<file path="config.mk">
export PLATFORM = sky130hd
export DESIGN_NAME = dmem_arbiter
export DESIGN_NICKNAME = d
export VERILOG_FILES = /design/src/rtl/dmem_arbiter.sv
export SDC_FILE = /design/constraint.sdc
export NUM_CORES = 1
export LEC_CHECK = 0
export ABC_AREA = 1
export ABC_CLOCK_PERIOD_IN_PS = 2200
export BUFFER_PORTS_ARGS = -buffer_cell sky130_fd_sc_hd__buf_2
export CORE_AREA = 2 2 118 120
export DETAILED_ROUTE_END_ITERATION = 12
export DIE_AREA = 0 0 120 122
export PLACE_DENSITY = 0.73
export SYNTH_ARGS = -nofsm -noshare
export SYNTH_HDL_FRONTEND = slang
export SYNTH_SLANG_ARGS = --single-unit
</file>
<file path="constraint.sdc">
create_clock -name clk -period 2.2 [get_ports clk]
set_input_delay 0.44 -clock clk [delete_from_list [all_inputs] [get_ports clk]]
set_output_delay 0.44 -clock clk [all_outputs]
set_load 0.02 [all_outputs]
</file>
<file path="src/rtl/dmem_arbiter.sv">
// dmem_arbiter: shares the single-port data memory between the core load/store
// path and a debug/loader master. Core has priority; a saturating hold counter
// guarantees the debug port a grant after MAX_HOLD contested core grants.
module dmem_arbiter #(
  parameter int unsigned ADDR_W   = 32,
  parameter int unsigned DATA_W   = 32,
  parameter int unsigned MAX_HOLD = 4
) (
  input  logic              clk,
  input  logic              rst,
  // core port
  input  logic              cpu_req,
  input  logic              cpu_we,
  input  logic [ADDR_W-1:0] cpu_addr,
  input  logic [DATA_W-1:0] cpu_wdata,
  output logic              cpu_gnt,
  output logic              cpu_stall,
  output logic              cpu_rvalid,
  output logic [DATA_W-1:0] cpu_rdata,
  // debug port
  input  logic              dbg_req,
  input  logic              dbg_we,
  input  logic [ADDR_W-1:0] dbg_addr,
  input  logic [DATA_W-1:0] dbg_wdata,
  output logic              dbg_gnt,
  output logic              dbg_rvalid,
  output logic [DATA_W-1:0] dbg_rdata,
  // memory side
  output logic              mem_MemRW,
  output logic [ADDR_W-1:0] mem_addr,
  output logic [DATA_W-1:0] mem_write_data,
  input  logic [DATA_W-1:0] mem_read_data
);

  localparam logic [3:0] MaxHold = 4'(MAX_HOLD);

  logic [3:0]        hold_cnt_q, hold_cnt_d;
  logic              grant_cpu, grant_dbg;
  logic              cpu_rvalid_q, dbg_rvalid_q;
  logic [DATA_W-1:0] cpu_rdata_q, dbg_rdata_q;

  // Grant decision: debug wins when the core is idle or the hold budget is spent
  always_comb begin
    grant_cpu = 1'b0;
    grant_dbg = 1'b0;
    if (!rst) begin
      if (dbg_req && (!cpu_req || hold_cnt_q == MaxHold)) begin
        grant_dbg = 1'b1;
      end else if (cpu_req) begin
        grant_cpu = 1'b1;
      end
    end
  end

  // Memory drive: granted requester owns the bus, otherwise everything is zero
  always_comb begin
    mem_MemRW      = 1'b0;
    mem_addr       = '0;
    mem_write_data = '0;
    if (grant_cpu) begin
      mem_MemRW      = cpu_we;
      mem_addr       = cpu_addr;
      mem_write_data = cpu_wdata;
    end else if (grant_dbg) begin
      mem_MemRW      = dbg_we;
      mem_addr       = dbg_addr;
      mem_write_data = dbg_wdata;
    end
  end

  // Hold counter next state: counts core grants taken while debug is waiting
  always_comb begin
    hold_cnt_d = hold_cnt_q;
    if (grant_dbg || !dbg_req) begin
      hold_cnt_d = 4'd0;
    end else if (grant_cpu && hold_cnt_q != MaxHold) begin
      hold_cnt_d = hold_cnt_q + 4'd1;
    end
  end

  // State registers: hold counter and per-requester load return
  always_ff @(posedge clk) begin
    if (rst) begin
      hold_cnt_q   <= 4'd0;
      cpu_rvalid_q <= 1'b0;
      dbg_rvalid_q <= 1'b0;
      cpu_rdata_q  <= '0;
      dbg_rdata_q  <= '0;
    end else begin
      hold_cnt_q   <= hold_cnt_d;
      cpu_rvalid_q <= grant_cpu & ~cpu_we;
      dbg_rvalid_q <= grant_dbg & ~dbg_we;
      if (grant_cpu && !cpu_we) begin
        cpu_rdata_q <= mem_read_data;
      end
      if (grant_dbg && !dbg_we) begin
        dbg_rdata_q <= mem_read_data;
      end
    end
  end

  assign cpu_gnt    = grant_cpu;
  assign dbg_gnt    = grant_dbg;
  // Gated by rst so the stall reads 0 while the arbiter is held in reset
  assign cpu_stall  = cpu_req & ~grant_cpu & ~rst;
  assign cpu_rvalid = cpu_rvalid_q;
  assign cpu_rdata  = cpu_rdata_q;
  assign dbg_rvalid = dbg_rvalid_q;
  assign dbg_rdata  = dbg_rdata_q;

endmodule
</file>
**After elaboration in Yosys (flattened, before gate mapping)**

Index checks and enable logic that the tools add are counted.

- Register bits: 70
- Output and inout port bits: 134
- Logic and storage cells: 38
- Input port bits: 166

- Bitwise gates (word level): 8
- Equality and inequality tests: 2
- Mux-type cells: 11
- $add $sub $neg: 1
- Reduce and logical (&&, ||, !) cells: 11

Operators by type and width:

| kind | number |
|---|---|
| $mux 32 | 4 |
| $mux 1 | 7 |
| $add 4x1->4 const B | 1 |
| $and 1x1->1 | 4 |
| $eq 4x3->1 const B | 1 |
| $logic_and 1x1->1 | 4 |
| $logic_not 1->1 | 4 |
| $ne 4x3->1 const B | 1 |
| $not 1->1 | 4 |
| $logic_or 1x1->1 | 2 |
| $reduce_or 2->1 | 1 |

**Logic depth before layout (Yosys ltp)**

Gate-level depths: netlist (run 1).

- Depth after elaboration: 8
- Gate-level depth with buffers: 11
- Gate-level depth less buffers: 9

**Least setup slack after synthesis (run 1)**

No wires, ideal clock.

- Path kind: register to output
- Start: register hold_cnt_q[0]
- End: output mem_addr[10]
- Buffers on the path: 1
- Slack: 0.366 ns
- Data required time: 1.760 ns
- Arrival time: 1.394 ns
- Stages on the path, launching flop included: 11
- Cell sequence: dfxtp_1 -> inv_1 -> ha_1 -> nand3_2 -> nand2_4 -> nand2_4 -> nand2_1 -> inv_2 -> buf_2 -> nand2_1 -> nand2_1

RTL lines:

| element | line | source |
|---|---|---|
| start, declared | 37 | `logic [3:0] hold_cnt_q, hold_cnt_d;` |
| start signal, assigned | 90 | `hold_cnt_q <= hold_cnt_d;` |
| $eq 4x3->1 | 47 | `if (dbg_req && (!cpu_req \|\| hold_cnt_q == MaxHold)) begin` |
| $logic_or 1x1->1 | 47 |  |
| $logic_and 1x1->1 | 47 |  |
| $mux 1 | 47 |  |
| $mux 1 | 46 | `if (!rst) begin` |
| net cpu_gnt | 16 | `output logic cpu_gnt,` |
| $mux 32 | 60 | `if (grant_cpu) begin` |
| end, declared | 30 | `output logic [ADDR_W-1:0] mem_addr,` |

The timed path passes the listed nets, and every way through them passes these cells.

**Worst setup path in the final report (run 1)**

- Start: register hold_cnt_q[0]
- End: output mem_write_data[16]

- Longest elaborated chain between the ends: 7

RTL lines:

| element | line | source |
|---|---|---|
| $eq 4x3->1 * | 47 |  |
| $logic_or 1x1->1 * | 47 |  |
| $logic_and 1x1->1 * | 47 |  |
| $mux 1 | 47 |  |
| $mux 1 | 46 |  |
| $mux 32 | 64 | `end else if (grant_dbg) begin` |
| $mux 32 * | 60 |  |
| end, declared | 31 | `output logic [DATA_W-1:0] mem_write_data,` |

Every way passes the cells marked *; elsewhere a longest branch is shown, timed or not.

==> results of run 1 <==
-- critical path, cell delays in order, from the launching register on --
cell and delay, ns:
dfxtp_2 0.33, inv_2 0.04, ha_4 0.16, nand3_4 0.08, nand2_4 0.08, nand3_4 0.10, clkinv_8 0.10, buf_12 0.16
clkbuf_16 0.16, nand2_2 0.06, nand2_2 0.05, buf_6 0.12
-- path summary, 6_finish.rpt --
path         slack (ns)                          to  cells past startpoint                  startpoint
max               -0.02          mem_write_data[16]                     11  hold_cnt_q[0]$_SDFFE_PP0P_
min                0.33  dbg_rdata[14]$_SDFFE_PP0P_                      3           mem_read_data[14]
max reg2reg        0.34  cpu_rdata[13]$_SDFFE_PP0P_                     11  hold_cnt_q[0]$_SDFFE_PP0P_
min reg2reg        0.47   dbg_rdata[1]$_SDFFE_PP0P_                      2   dbg_rdata[1]$_SDFFE_PP0P_
-- state kept, by name (all words and copies together) (netlist names) --
name,cells
hold_cnt_q,4
cpu_rvalid,1
cpu_rdata,32
dbg_rdata,32
dbg_rvalid,1
-- layer usage --
layer | vias to the layer above | GRT usage | share of wire
met2 | 243 | 0.394 | 0.47
met3 | 43 | 0.0749 | 0.089
met4 | 2 | 0.0934 | 0.032
li1 | 2558 | - | -
met1 | 2277 | 0.297 | 0.40
met5 | - | 0 | 0.00069
-- stage by stage --
stage	setup slack, ns	setup TNS, ns	util
final	-0.0223	-0.0565	0.501
after global routing	-0.0873	-1.53	0.501
after CTS	-0.0106	-0.0544	0.478
after detailed placement	0.0723	0	0.413
after global placement	0.112	0	0.413
after floorplan	0.366	0	-
-- layout by cell type (no fill, tap or decap), drive strengths merged --
master      n
buf       327
clkbuf     12
clkinv      7
clkinvlp    1
dfxtp      70
ha          2
inv       107
nand2     327
nand3       5
nand4      32
nor2       38
nor3        1
o21ai      34
xnor2       1
-- what timing repair did --
item,in CTS,in global routing
resized for setup,115,105
endpoints found under the setup margin,66,66
pin swaps,4,28
setup buffers,10,2
cloned,6,3
hold buffers,0,0
-- area by class of cell --
| type | count | area share |
|---|---|---|
| tap | 180 | 0.0333 |
| sequential | 70 | 0.207 |
| inverter | 108 | 0.0628 |
| multi-input combinational | 440 | 0.317 |
| timing repair buffer | 330 | 0.339 |
| clock buffer | 9 | 0.0333 |
| clock inverter | 7 | 0.00721 |
-- power groups by stage --
stage,combinational (mW),sequential [mW],clock [mW]
6_report,0.977,1.34,1.34
5_1_grt,1.05,1.35,1.42
4_1_cts,0.922,1.34,1.36
3_5_place_dp,0.787,1.37,0
3_3_place_gp,0.788,1.37,0
2_1_floorplan,0.364,1.43,0
-- logic make-up (layout without fill, tap and decap cells) --
logic type	Yosys count	count (layout)	synth area share
buf+inv	148	454	0.175
fa+ha+maj	2	2	0.00628
compound gates	34	34	0.0521
flops	70	70	0.352
xor+xnor	1	1	0.00220
simple gates	403	403	0.413
==> key figures, run 1 <==
Status
  – Status: finished, violations left
  – Failing checks: negative setup slack

Power and ir drop
  – Net Sw Frac: 0.317
  – Max VDD drop: 0.432 mV
  – Clk pwr share: 0.365
  – Pwr per Cell Area: 540 nW/um^2
  – Seq pwr share: 0.367
  – Power, Total: 3.66 mW
  – Comb pwr share: 0.267
  – Leakage: 3.84 nW
  – Switching Power: 1.16 mW
  – Internal Power: 2.50 mW

Setup path
  – Max Fanout on Critical Path: 6
  – CP startpoint kind: register
  – Crit Path Class: reg2out
  – Worst Path Required: 1.76 ns
  – Worst Path Arrival: 1.78 ns
  – Critical Path End Type: primary output

Die
  – Chip Height: 122 um
  – Boundary Pins: 300
  – Starting Density: 0.295
  – Row count: 43
  – Die W: 120 um
  – Core Area: 13500 um^2
  – Full die area: 14600 um^2

Detailed routing
  – DRC viols: 0
  – Antenna Nets Post-Route: 0
  – DR iter-0 viols: 361
  – Routed wire length: 18900 um
  – DR vias: 5123
  – Vias/cell: 4.48
  – WL per Instance: 16.5 um
  – DR pass1 iterations: 7

Synthesis
  – Synthesized area: 3990 um^2
  – Count leader, synth: nand2_1
  – Sequential area share after synthesis: 0.352
  – Cells after Synth: 658
  – Most frequent cells after synthesis: 325 x nand2_1, 103 x inv_1, 70 x dfxtp_1
  – Yosys top cell by area: dfxtp_1
  – Top cell type's share of synthesized area: 0.352
  – Ys Warns: 0
  – Syn_area_per_cell: 6.06 um^2
  – Post-Syn Nets: 826
  – Post-synth EDFFs: 0
  – Number of distinct library cells after synthesis: 22
  – Async SR Flop Fraction: 0
  – Synth Register Bits: 70
  – Synth Flop Type: dfxtp_1
  – Synth top area cells: dfxtp_1 35%, nand2_1 31%, inv_1 9.7%, nand4_1 5.0%, buf_6 4.5%

Clock tree
  – Clk buf depth: 2
  – CTS tree: done
  – Clock-pin slew on the worst setup and hold paths: 0.06 ns
  – Worst skew pair latency: 0.33 ns
  – Clock Sinks: 70
  – H-tree depth: 3
  – Num CTS Buffers: 9
  – Clock root cell: clkbuf_16

Layout
  – Multi-input gate area: 2150 um^2
  – Area Growth Syn to Fin: 69.8%
  – Post-route cell area: 6770 um^2
  – Post-Layout Cell Count: 1144
  – Reg area: 1400 um^2
  – Filler cells: 1427
  – # nets final: 1127
  – Layout cells sized above 1: 0.466
  – N_diodes: 0

Global route
  – Vias in the first global route: 4825
  – Largest net degree at the start of global routing: 66
  – GRT Util Overall: 0.241
  – First-pass GRT wire length: 26800 um
  – Initial antenna violation count: 1
  – Gr ovfl total: 0

STA
  – Min Tclk post-route: 2.22 ns
  – Final Worst Setup Slack: -0.0223 ns
  – Worst rel slew slack: 0.731
  – Final period util: 1.01
  – Worst-margin pin slew: 0.403 ns
  – Final Hold Viols: 0
  – Max Fclk: 0.450 GHz
  – Final clock skew: 0.0127 ns
  – Final Max Slew Viols: 0
  – RSZ-0062 raised after global routing: yes
  – Worst hold slack: 0.326 ns
  – Setup-failing EPs final: 5

Placed design
  – HPWL Detailed: 13600 um
  – DP Area: 5580 um^2
  – # port buffers: 299
  – Routability congestion estimate: 0.896
  – Post-Place Cells: 1110

Run
  – MaxCap Viol Count: 0

Hold path
  – Hold Crit Class: in2reg
(Power assumes the default switching activity.)
==> inputs of run 2 (changes only) <==
--- a/config.mk
+++ b/config.mk
@@ -8,10 +8,12 @@
 export ABC_AREA = 1
 export ABC_CLOCK_PERIOD_IN_PS = 2200
 export BUFFER_PORTS_ARGS = -buffer_cell sky130_fd_sc_hd__buf_2
-export CORE_AREA = 2 2 118 120
+export CELL_PAD_IN_SITES_DETAIL_PLACEMENT = 0
+export CELL_PAD_IN_SITES_GLOBAL_PLACEMENT = 1
+export CORE_MARGIN = 2
+export CORE_UTILIZATION = 25
 export DETAILED_ROUTE_END_ITERATION = 12
-export DIE_AREA = 0 0 120 122
-export PLACE_DENSITY = 0.73
+export PLACE_DENSITY = 0.9
 export SYNTH_ARGS = -nofsm -noshare
 export SYNTH_HDL_FRONTEND = slang
 export SYNTH_SLANG_ARGS = --single-unit
==> key figures, run 2 (synthesis results as in run 1) <==
Clock tree
  – Worst skew pair latency: 0.33 ns (about the same)
  – Clock root cell: clkbuf_16
  – Num CTS Buffers: 9 (unchanged)
  – CTS tree: done
  – Clk buf depth: 2 (unchanged)
  – H-tree depth: 3 (unchanged)
  – Clock Sinks: 70 (unchanged)
  – Clock-pin slew on the worst setup and hold paths: 0.06 ns (about the same)
  – Hold buffers post-CTS: 0 (unchanged)

Layout
  – # nets final: 1135 (+0.71%)
  – Post-route cell area: 7260 um^2 (+7.3%)
  – Layout cells sized above 1: 0.508 (+0.0425)
  – Commonest cells after routing, fill and taps aside: 233 x buf_2, 211 x nand2_1, 101 x inv_1
  – Area Growth Syn to Fin: 82.2%
  – Most common cell after layout, fill and taps aside: buf_2

Global route
  – GRT Util Overall: 0.193 (-0.0485)
  – First-pass GRT wire length: 24600 um (-8.0%)
  – Initial antenna violation count: 1 (unchanged)
  – Vias in the first global route: 4528 (-6.2%)
  – Largest net degree at the start of global routing: 40 (-39%)
  – Gr ovfl total: 0 (unchanged)

STA
  – Final Hold Viols: 0 (unchanged)
  – Setup TNS: -1.11 ns (-1.05 ns)
  – Worst rel slew slack: 0.725 (-0.00628)
  – Max Fclk: 0.446 GHz (-0.82%)
  – Final period util: 1.02 (+0.00838)
  – Final Max Slew Viols: 0 (unchanged)
  – Setup-failing EPs final: 53 (+48)
  – Worst-margin pin slew: 0.412 ns (+0.00844 ns)
  – RSZ-0062 raised after global routing: yes
  – Final clock skew: 0.00650 ns (-0.00618 ns)
  – Final Worst Setup Slack: -0.0407 ns (-0.0184 ns)
  – Min Tclk post-route: 2.24 ns (+0.0184 ns)
  – Worst hold slack: 0.321 ns (-0.00546 ns)

Die
  – Chip Height: 130 um (+6.8%)
  – Die W: 130 um (+8.6%)
  – Row count: 46 (+7.0%)
  – Starting Density: 0.254 (-0.0415)
  – Full die area: 17000 um^2 (+16%)
  – Core Area: 15700 um^2 (+16%)
  – Boundary Pins: 300 (unchanged)

Placed design
  – DP Area: 5620 um^2 (+0.72%)
  – HPWL Detailed: 12700 um (-6.6%)
  – # port buffers: 299 (unchanged)
  – Routability congestion estimate: 0.865 (-3.5%)
  – Dpl ws: 0.154 ns (+0.0822 ns)

Power and ir drop
  – Max VDD drop: 0.322 mV (-25%)
  – Leakage: 4.07 nW (+6.2%)
  – Switching Power: 1.17 mW (+0.78%)
  – Net Sw Frac: 0.292 (-0.0247)
  – Seq pwr share: 0.336 (-0.031)
  – Internal Power: 2.83 mW (+13%)
  – Power, Total: 4.00 mW (+9.3%)
  – Pwr per Cell Area: 550 nW/um^2 (+1.9%)
  – Comb pwr share: 0.261 (-0.006)
  – Clk pwr share: 0.403 (+0.038)

Detailed routing
  – WL per Instance: 15.8 um (-4.6%)
  – Vias/cell: 4.30 (-4.1%)
  – DRC viols: 0 (unchanged)
  – DR iter-0 viols: 204 (-43%)
  – Antenna Nets Post-Route: 0 (unchanged)
  – Routed wire length: 18700 um (-0.89%)
  – DR vias: 5108 (-0.29%)
  – DR pass1 iterations: 4 (-3)

Setup path
  – CP startpoint kind: register
  – Worst Path Required: 1.76 ns (about the same)
  – Worst Reg-to-Reg Cells: 11 (unchanged)
  – Critical Path End Type: primary output
  – Crit Path Class: reg2out
  – Worst Path Arrival: 1.80 ns (+0.02 ns)
  – Max Fanout on Critical Path: 7 (+1)

Status
  – Status: finished, violations left
  – Failing checks: negative setup slack

Hold path
  – WHS Path Cells: 3 (unchanged)
  – Hold Crit Class: in2reg

Run
  – MaxCap Viol Count: 0 (unchanged)
[run 2: timing repair]
item                       in CTS  in global routing
pin swaps                      40                 40
buffers inserted               10                  4
setup endpoints to repair      66                 66
cloned                          6                  6
hold endpoints to repair        0                  0
resized for setup             174                129
[run 2: cell type report]
cell class / instances / area (um^2)
flip-flops and latches: 70 / 1400
repair buffers: 337 / 2480
inverters: 108 / 423
multi-input cells: 440 / 2340
diodes: 1 / 2.50
repair inverters: 1 / 11.3
fillers: 1579 / 8450
clock inverters: 5 / 81.3
well taps: 216 / 270
clock buffers: 11 / 253
[run 2: metrics by stage]
step / util / std cells
floorplan: - / 658
global placement: 0.357 / 1147
detailed placement: 0.357 / 1147
CTS: 0.427 / 1178
global route: 0.462 / 1188
finish: 0.462 / 1189
[run 2: power groups by stage]
stage	registers (mW)	logic, mW	clock network, mW
detailed placement	1.37	0.776	0
floorplan	1.43	0.364	0
global placement	1.37	0.775	0
global route	1.35	1.11	1.72
CTS	1.34	0.948	1.66
finish	1.34	1.04	1.61
[run 2: critical path, cell delays in order, from the launching register on]
cell	delay, ns
dfxtp_2	0.32
inv_2	0.07
ha_4	0.14
nand3_4	0.06
nand2_4	0.09
buf_6	0.11
nand3_4	0.13
clkinv_8	0.13
buf_12	0.15
nand2_2	0.06
nand2_2	0.08
buf_6	0.11
[run 2: path summary, 6_finish.rpt]
path                                   start                         end  slack [ns]
hold reg to reg    dbg_rdata[1]$_SDFFE_PP0P_   dbg_rdata[1]$_SDFFE_PP0P_        0.47
setup reg to reg  hold_cnt_q[0]$_SDFFE_PP0P_  dbg_rdata[16]$_SDFFE_PP0P_        0.30
setup / recovery  hold_cnt_q[0]$_SDFFE_PP0P_                mem_addr[27]       -0.04
hold / removal             mem_read_data[31]  dbg_rdata[31]$_SDFFE_PP0P_        0.32
[run 2: routing by layer]
layer	vias up	routed length (um)	track usage
met5	-	13	0
met4	2	380	0.0607
met3	28	1600	0.0590
met2	211	9520	0.342
met1	2298	7230	0.222
li1	2569	-	-
